### config.mk
export PLATFORM = sky130hd
export DESIGN_NAME = glitch_sequencer
export DESIGN_NICKNAME = d
export VERILOG_FILES = /design/src/rtl/glitch_sequencer.sv
export SDC_FILE = /design/constraint.sdc
export NUM_CORES = 1
export LEC_CHECK = 0
export ABC_AREA = 0
export CORE_ASPECT_RATIO = 0.7
export CORE_MARGIN = 2
export CORE_UTILIZATION = 52
export CTS_CLUSTER_SIZE = 16
export DETAILED_ROUTE_END_ITERATION = 6
export DONT_BUFFER_PORTS = 1
export GPL_ROUTABILITY_DRIVEN = 0
export PLACE_DENSITY = 0.67
export SLEW_MARGIN = 20
export SYNTH_ARGS = -nofsm -noshare
export SYNTH_HDL_FRONTEND = slang
export SYNTH_SLANG_ARGS = --single-unit
export TNS_END_PERCENT = 1
### constraint.sdc
create_clock -name clk_in1 -period 4.69 [get_ports clk_in1]
set_input_delay 0.938 -clock clk_in1 [delete_from_list [all_inputs] [get_ports clk_in1]]
set_output_delay 0.938 -clock clk_in1 [all_outputs]
set_load 0.02 [all_outputs]
### src/rtl/glitch_sequencer.sv
// glitch_sequencer
//   Trigger-aligned glitch scheduler. Once armed, a rising edge on trigger
//   starts a countdown of cfg_delay cycles. After that it issues cfg_repeat
//   glitch windows, each cfg_width cycles long, separated by cfg_gap idle
//   cycles. For every window it selects one of NUM_SRC glitch clock sources,
//   optionally rotating through them.
//
// Ports
//   clk_in1       system clock, rising edge
//   resetn        asynchronous active-low reset
//   arm           level; in IDLE latches all cfg_* fields
//   trigger       target trigger; a rising edge is only honoured in ARMED
//   abort         synchronous cancel from any state, highest priority
//   cfg_delay     cycles from trigger edge to first window
//   cfg_width     window length (0 -> 1)
//   cfg_gap       cycles between windows (0 -> 1)
//   cfg_repeat    number of windows (0 -> 1)
//   cfg_src       starting source index
//   cfg_rotate    advance source index after each window, modulo NUM_SRC
//   glitch_en     registered mux enable, high during a window
//   glitch_src    registered source index, stable while glitch_en is high
//   busy          high in ARMED/DELAY/GLITCH/GAP
//   done          one-cycle pulse on normal completion
//   pulses_issued windows completed in the current or last sequence
module glitch_sequencer #(
  parameter int unsigned CNT_W   = 16,
  parameter int unsigned REP_W   = 8,
  parameter int unsigned NUM_SRC = 4,
  parameter int unsigned SRC_W   = $clog2(NUM_SRC)
) (
  input  logic             clk_in1,
  input  logic             resetn,
  input  logic             arm,
  input  logic             trigger,
  input  logic             abort,
  input  logic [CNT_W-1:0] cfg_delay,
  input  logic [CNT_W-1:0] cfg_width,
  input  logic [CNT_W-1:0] cfg_gap,
  input  logic [REP_W-1:0] cfg_repeat,
  input  logic [SRC_W-1:0] cfg_src,
  input  logic             cfg_rotate,
  output logic             glitch_en,
  output logic [SRC_W-1:0] glitch_src,
  output logic             busy,
  output logic             done,
  output logic [REP_W-1:0] pulses_issued
);

  typedef enum logic [2:0] {
    S_IDLE,
    S_ARMED,
    S_DELAY,
    S_GLITCH,
    S_GAP
  } state_e;

  state_e             state_q, state_d;
  logic [CNT_W-1:0]   cnt_q, cnt_d;
  logic [CNT_W-1:0]   delay_q, delay_d;
  logic [CNT_W-1:0]   width_q, width_d;
  logic [CNT_W-1:0]   gap_q, gap_d;
  logic [REP_W-1:0]   rep_q, rep_d;
  logic               rot_q, rot_d;
  logic [SRC_W-1:0]   src_q, src_d;
  logic [REP_W-1:0]   pulses_q, pulses_d;
  logic               trig_q;
  logic               en_q, en_d;
  logic               busy_q, busy_d;
  logic               done_q, done_d;

  logic               trig_edge;
  logic               cnt_last;
  logic [REP_W-1:0]   pulses_inc;
  logic [SRC_W-1:0]   src_next;

  assign trig_edge  = trigger & ~trig_q;
  assign cnt_last   = (cnt_q <= CNT_W'(1));
  assign pulses_inc = (pulses_q == '1) ? pulses_q : pulses_q + REP_W'(1);
  assign src_next   = (src_q == SRC_W'(NUM_SRC - 1)) ? '0 : src_q + SRC_W'(1);

  always_comb begin
    state_d  = state_q;
    cnt_d    = cnt_q;
    delay_d  = delay_q;
    width_d  = width_q;
    gap_d    = gap_q;
    rep_d    = rep_q;
    rot_d    = rot_q;
    src_d    = src_q;
    pulses_d = pulses_q;
    done_d   = 1'b0;

    if (abort) begin
      state_d = S_IDLE;
    end else begin
      case (state_q)
        S_IDLE: begin
          if (arm) begin
            delay_d  = cfg_delay;
            width_d  = (cfg_width  == '0) ? CNT_W'(1) : cfg_width;
            gap_d    = (cfg_gap    == '0) ? CNT_W'(1) : cfg_gap;
            rep_d    = (cfg_repeat == '0) ? REP_W'(1) : cfg_repeat;
            rot_d    = cfg_rotate;
            src_d    = cfg_src;
            pulses_d = '0;
            state_d  = S_ARMED;
          end
        end
        S_ARMED: begin
          if (trig_edge) begin
            if (delay_q == '0) begin
              state_d = S_GLITCH;
              cnt_d   = width_q;
            end else begin
              state_d = S_DELAY;
              cnt_d   = delay_q;
            end
          end
        end
        S_DELAY: begin
          if (cnt_last) begin
            state_d = S_GLITCH;
            cnt_d   = width_q;
          end else begin
            cnt_d = cnt_q - CNT_W'(1);
          end
        end
        S_GLITCH: begin
          if (cnt_last) begin
            pulses_d = pulses_inc;
            if (pulses_inc >= rep_q) begin
              state_d = S_IDLE;
              done_d  = 1'b1;
            end else begin
              state_d = S_GAP;
              cnt_d   = gap_q;
            end
          end else begin
            cnt_d = cnt_q - CNT_W'(1);
          end
        end
        S_GAP: begin
          if (cnt_last) begin
            state_d = S_GLITCH;
            cnt_d   = width_q;
            if (rot_q) begin
              src_d = src_next;
            end
          end else begin
            cnt_d = cnt_q - CNT_W'(1);
          end
        end
        default: state_d = S_IDLE;
      endcase
    end

    // Outputs are registered copies of the next state so the mux select
    // never depends combinationally on trigger.
    en_d   = (state_d == S_GLITCH);
    busy_d = (state_d != S_IDLE);
  end

  always_ff @(posedge clk_in1 or negedge resetn) begin
    if (!resetn) begin
      state_q  <= S_IDLE;
      cnt_q    <= '0;
      delay_q  <= '0;
      width_q  <= '0;
      gap_q    <= '0;
      rep_q    <= '0;
      rot_q    <= 1'b0;
      src_q    <= '0;
      pulses_q <= '0;
      trig_q   <= 1'b0;
      en_q     <= 1'b0;
      busy_q   <= 1'b0;
      done_q   <= 1'b0;
    end else begin
      state_q  <= state_d;
      cnt_q    <= cnt_d;
      delay_q  <= delay_d;
      width_q  <= width_d;
      gap_q    <= gap_d;
      rep_q    <= rep_d;
      rot_q    <= rot_d;
      src_q    <= src_d;
      pulses_q <= pulses_d;
      trig_q   <= trigger;
      en_q     <= en_d;
      busy_q   <= busy_d;
      done_q   <= done_d;
    end
  end

  assign glitch_en     = en_q;
  assign glitch_src    = src_q;
  assign busy          = busy_q;
  assign done          = done_q;
  assign pulses_issued = pulses_q;

endmodule

==> impl_metrics.yaml, run 1 <==
outcome:
  status: "completed"
timing:
  slew_violations: 0
  fin_hold_ws_ns: 0.285
  setup_viol: 0
  skew_ns: 0.00809
  worst-slew-pin-transition_ns: 0.976
  finalSetupTns_ns: 0
  fin_crit_ns: 4.08
  max-slew-margin-rel: 0.347
  fin_crit_sh: 0.871
  rsz0062_at_grt: "false"
  final_hold_viol_count: 0
  fmax_mhz: 245
  setup_slack_ns: 0.606
critical_path:
  cp.arrival_ns: 4.31
  worstSetupEndpointType: "flop"
  crit_path_max_incr_delay_ns: 0.56
  r2r-end: "cnt_q[10]"
  path_class: "flop to flop"
  path_buf_inv: 0
  r2r-start: "pulses_issued[0]"
  crit_chain: "ha_1, and3_1, and2_0, nand4_1, nand3_1, o21a_1, ha_1, a211oi_1, o21ai_0, a211oi_1, nand2_1, a31o_1, o32a_1"
  reg2regPathDepth: 13
  critPathTopFamily: "compound AO/OA/AOI/OAI gates"
  cp_max_fo: 10
  setup.worst_path.start_class: "flop"
  crit_slowest_cell: "dfrtp_1"
  rrSetupSlack_ns: 0.61
  crit_required_ns: 4.91
clocking:
  clk_path_buf_depth: 2
  htreeDepth: 3
  cts_setup_buffers: 0
  cts_buffers: 9
  cts_tree: "done"
  postCtsHoldBufs: 0
  cts.sinks: 90
  clock_latency_ns: 0.35
  clockRootBuffer: "clkbuf_16"
  clkSlewWorstSetupHoldPaths_ns: 0.07
synth:
  ys_seq_area_frac: 0.469
  synth-main-ff-cell: "dfrtp_1"
  synthMuxAreaShare: 0.131
  synth_top_family_by_area: "compound AO/OA/AOI/OAI gates"
  synthCells: 478
  synth_nets: 554
  ys_seq_elements: 90
  synth-simple-area-share: 0.155
  synthDistinctLibCells: 60
  yosys_warnings: 0
  synth_fa_ha_area_frac: 0.0313
  postSynthAreaPerCell_um2: 10.0
  synth_edf_count: 0
  syn_area_um2: 4800
  synth-xor-area-share: 0.0128
  synth_compound_area_frac: 0.169
  ys_async_sr_fraction: 1.00
layout:
  syn_to_final_growth_pct: 8.60
  fillers: 798
  nNetsFinal: 545
  n_antenna_cell: 0
  fin_area_um2: 5210
  final_cell_mix: "dfrtp_1, mux2_2, nand2_1"
  drive_gt1_frac: 0.171
  final_common_cell: "dfrtp_1"
  instances_no_fill: 598
power_and_ir_drop:
  power.leakage_nw: 2.20
  vdd_drop_max_uv: 239
  power-per-cell-area_nw_per_um2: 504
global_routing:
  grt_usage: 0.261
  grt_overflow: 0
  grt_pass1_vias: 3624
  grt_pass1_wl_mm: 20.1
  grt_max_degree: 91
  antenna_found_initial: 0
place:
  dp.cells: 582
  dp_hpwl_mm: 9.08
  port_buffers: 0
  placed_cell_area_um2: 4880
  place_ws_ns: 0.557
floorplan:
  start_util: 0.531
  dieArea_um2: 10000
  ioPinCount: 77
  die_height_um: 84.4
  core_area_um2: 9030
  die-width_um: 119
  rows: 29
drt:
  routed_wl_mm: 12.3
  drtPass1Iterations: 5
  drc: 0
  antenna_left: 0
  drt_iter0_drc: 467
  dr_total_vias: 3757
  viasPerCell: 6.28
  wl_per_cell_um: 20.5
job:
  cap_violations: 0
min_path:
  hp-class: "input pin to async pin"
[Yosys cell counts (5+ instances only)]
cell,number,area share
o21ai_0,27,0.028
nor2b_1,5,0.0065
clkbuf_1,11,0.0086
a31oi_1,11,0.014
xnor2_1,6,0.011
buf_1,7,0.0055
nor4_1,12,0.016
nand3_1,13,0.014
dfrtp_1,90,0.47
nand2_1,42,0.033
nor2_1,39,0.030
ha_1,12,0.031
inv_1,13,0.010
a21oi_1,36,0.038
nor3_1,16,0.017
a22oi_1,6,0.0094
mux2_2,55,0.13
[worst register-to-register path, cell delays in order, from the launching register on]
cell and delay (ns):
dfrtp_1 0.56, ha_1 0.28, and3_1 0.21, and2_0 0.25
nand4_1 0.36, nand3_1 0.24, o21a_1 0.15, ha_1 0.23
a211oi_1 0.20, o21ai_0 0.13, a211oi_1 0.40, nand2_1 0.18
a31o_1 0.39, o32a_1 0.40
[layer usage]
layer,GRT usage,up-vias,part of all wire
li1,-,1750,-
met1,0.403,1809,0.48
met2,0.330,185,0.40
met3,0.103,13,0.11
met4,0.0747,0,0.014
met5,0,-,0
[registers in the layout (all words and copies together) (netlist names), 2 cells and up]
register	flops
delay_q	16
gap_q	16
cnt_q	16
rep_q	8
pulses_issued	8
glitch_src	2
width_q	16
state_q	3
[cells by family (layout without fill, tap and decap cells)]
kind of cell	after synthesis	count (layout)
XOR/XNOR	7	7
AO/OA/AOI/OAI	124	124
AND/OR/NAND/NOR	153	153
adder cells (fa/ha/maj)	12	12
buffers and inverters	36	32
flip-flops	90	90
multiplexers	56	56
[timing repair]
| action | in CTS | in global routing |
|---|---|---|
| resized for setup | 0 | 1 |
| endpoints found under the hold margin | 0 | 0 |
| endpoints found under the setup margin | 0 | 1 |
[final cells by class]
type | instances | area [um2] | area share
clock inverter | 6 | 96.3 | 0.0185
timing repair buffer | 3 | 22.5 | 0.00432
multi-input combinational | 352 | 2410 | 0.462
sequential | 90 | 2250 | 0.432
inverter | 13 | 48.8 | 0.00936
clock buffer | 10 | 229 | 0.0439
tap | 124 | 155 | 0.0298
[through the flow]
step,power (mW),utilization
after CTS,2.62,0.576
after global routing,2.79,0.577
final,2.63,0.577
after global placement,1.81,0.540
after floorplan,1.65,-
after detailed placement,1.83,0.540
[how the worst max path moves through the flow]
| stage | startpoint | to | slack [ns] | cells past startpoint |
|---|---|---|---|---|
| finish | pulses_issued[0] | cnt_q[10] | 0.61 | 13 |
| global route | pulses_issued[0] | cnt_q[2] | 0.14 | 15 |
| CTS | pulses_issued[0] | cnt_q[2] | 0.54 | 15 |
| detailed placement | pulses_issued[0] | cnt_q[2] | 0.56 | 15 |
| global placement | pulses_issued[0] | cnt_q[4] | 0.73 | 15 |
| floorplan | pulses_issued[0] | cnt_q[10] | 1.15 | 13 |
[power breakdown]
group	total (mW)	internal, mW	switching [mW]
sequential	1.24	0.998	0.237
combinational	0.605	0.292	0.313
clock	0.789	0.475	0.315
total	2.63	1.76	0.865
(Power assumes the default switching activity.)
==> run 2: changes to the inputs <==
--- a/config.mk
+++ b/config.mk
@@ -7,3 +7,3 @@
 export LEC_CHECK = 0
-export ABC_AREA = 0
+export CAP_MARGIN = 25
 export CORE_ASPECT_RATIO = 0.7
--- a/constraint.sdc
+++ b/constraint.sdc
@@ -3,2 +3,2 @@
 set_output_delay 0.938 -clock clk_in1 [all_outputs]
-set_load 0.02 [all_outputs]
+set_load 0.05 [all_outputs]
==> impl_metrics.yaml, run 2 (synthesis results as in run 1) <==
floorplan:
  start_util: 0.531
  core_area_um2: 9030
  dieArea_um2: 10000
  die_height_um: 84.4
  ioPinCount: 77
  die-width_um: 119
  rows: 29
layout:
  final_common_cell: "dfrtp_1"
  n_antenna_cell: 0
  nNetsFinal: 549
  final_cell_mix: "dfrtp_1, mux2_2, nand2_1"
  fillers: 782
  syn_to_final_growth_pct: 8.18
  drive_gt1_frac: 0.180
  fin_area_um2: 5190
  utilization: 0.575
critical_path:
  path_class: "flop to flop"
  crit_chain: "and2_0, nand4_1, nand3_1, o21a_1, ha_1, a211oi_1, o21ai_0, a211oi_1, nand2_1, a31oi_2, buf_4, a21oi_1, a21oi_1"
  crit_required_ns: 4.95
  crit_path_max_incr_delay_ns: 0.70
  worstSetupEndpointType: "flop"
  cp_max_fo: 13
  crit_slowest_cell: "dfrtp_1"
  setup.worst_path.start_class: "flop"
  cp.arrival_ns: 4.27
drt:
  drtPass1Iterations: 6
  drt_iter0_drc: 377
  wl_per_cell_um: 20.8
  antenna_left: 0
  dr_total_vias: 3817
  viasPerCell: 6.34
  drc: 0
  routed_wl_mm: 12.5
clocking:
  cts.sinks: 90
  cts_buffers: 9
  cts_resized: 0
  clkSlewWorstSetupHoldPaths_ns: 0.07
  postCtsHoldBufs: 0
  cts_tree: "done"
  clockRootBuffer: "clkbuf_16"
  cts_setup_buffers: 0
  clk_path_buf_depth: 2
  htreeDepth: 3
  clock_latency_ns: 0.35
timing:
  fmax_mhz: 250
  slew_violations: 0
  skew_ns: 0.00886
  final_hold_viol_count: 0
  fin_hold_ws_ns: 0.286
  worst-slew-pin-transition_ns: 1.02
  setup_viol: 0
  max-slew-margin-rel: 0.316
  rsz0062_at_grt: "false"
  finalSetupTns_ns: 0
  fin_crit_sh: 0.854
  fin_crit_ns: 4.01
power_and_ir_drop:
  p_switching_mw: 0.890
  switching_share: 0.349
  vdd_drop_max_uv: 255
  p_total_mw: 2.55
  seqPwrFrac: 0.490
  p_int_mw: 1.66
  power-per-cell-area_nw_per_um2: 490
  clockPowerShare: 0.272
  power.leakage_nw: 2.20
  share_comb_of_total_power: 0.238
job:
  cap_violations: 0
place:
  placed_cell_area_um2: 4910
  port_buffers: 0
  dp_hpwl_mm: 9.12
outcome:
  status: "completed"
global_routing:
  grt_usage: 0.262
  antenna_found_initial: 0
  grt_pass1_wl_mm: 20.1
  grt_overflow: 0
  grt_max_degree: 91
  grt_pass1_vias: 3651
min_path:
  hp-class: "input pin to async pin"
-- run 2: critical path, delay by kind of cell (launching register included) --
family          cells  cell delay, ns
simple gates        4            1.08
buf+inv             1            0.28
compound gates      7            1.63
fa+ha+maj           1            0.24
flops               1            0.70
-- run 2: per-stage QoR --
stage,cells,setup WS [ns]
3_5_place_dp,586,0.761
5_1_grt,602,0.243
6_report,602,0.683
2_1_floorplan,478,0.911
3_3_place_gp,586,0.925
4_1_cts,602,0.680
-- run 2: cell type report --
type / instances / area, um2 / share of cell area
timing repair buffer: 7 / 52.6 / 0.0101
tap: 124 / 155 / 0.0299
sequential: 90 / 2250 / 0.434
multi-input combinational: 352 / 2400 / 0.462
clock buffer: 9 / 225 / 0.0434
clock inverter: 7 / 58.8 / 0.0113
inverter: 13 / 48.8 / 0.00940
-- run 2: worst paths after layout --
kind	start	endpoint	slack, ns	cells past startpoint
min in group clk_in1	rot_q	rot_q	0.50	1
max in group asynchronous	resetn	delay_q[5]	4.30	0
min reg2reg	rot_q	rot_q	0.50	1
max	pulses_issued[4]	cnt_q[15]	0.68	13
max reg2reg	pulses_issued[4]	cnt_q[15]	0.68	13
min	resetn	cnt_q[10]	0.29	0
-- run 2: per-layer routing --
| layer | share of wire | global-route usage |
|---|---|---|
| met5 | 0 | 0 |
| met4 | 0.016 | 0.0790 |
| met3 | 0.12 | 0.0958 |
| met2 | 0.41 | 0.348 |
| met1 | 0.46 | 0.397 |
-- run 2: power groups by stage --
stage / clock [mW] / combinational (mW) / sequential (mW)
final: 0.692 / 0.606 / 1.25
after global routing: 0.742 / 0.675 / 1.28
after CTS: 0.705 / 0.598 / 1.24
after detailed placement: 0 / 0.592 / 1.25
after global placement: 0 / 0.577 / 1.24
after floorplan: 0 / 0.508 / 1.15
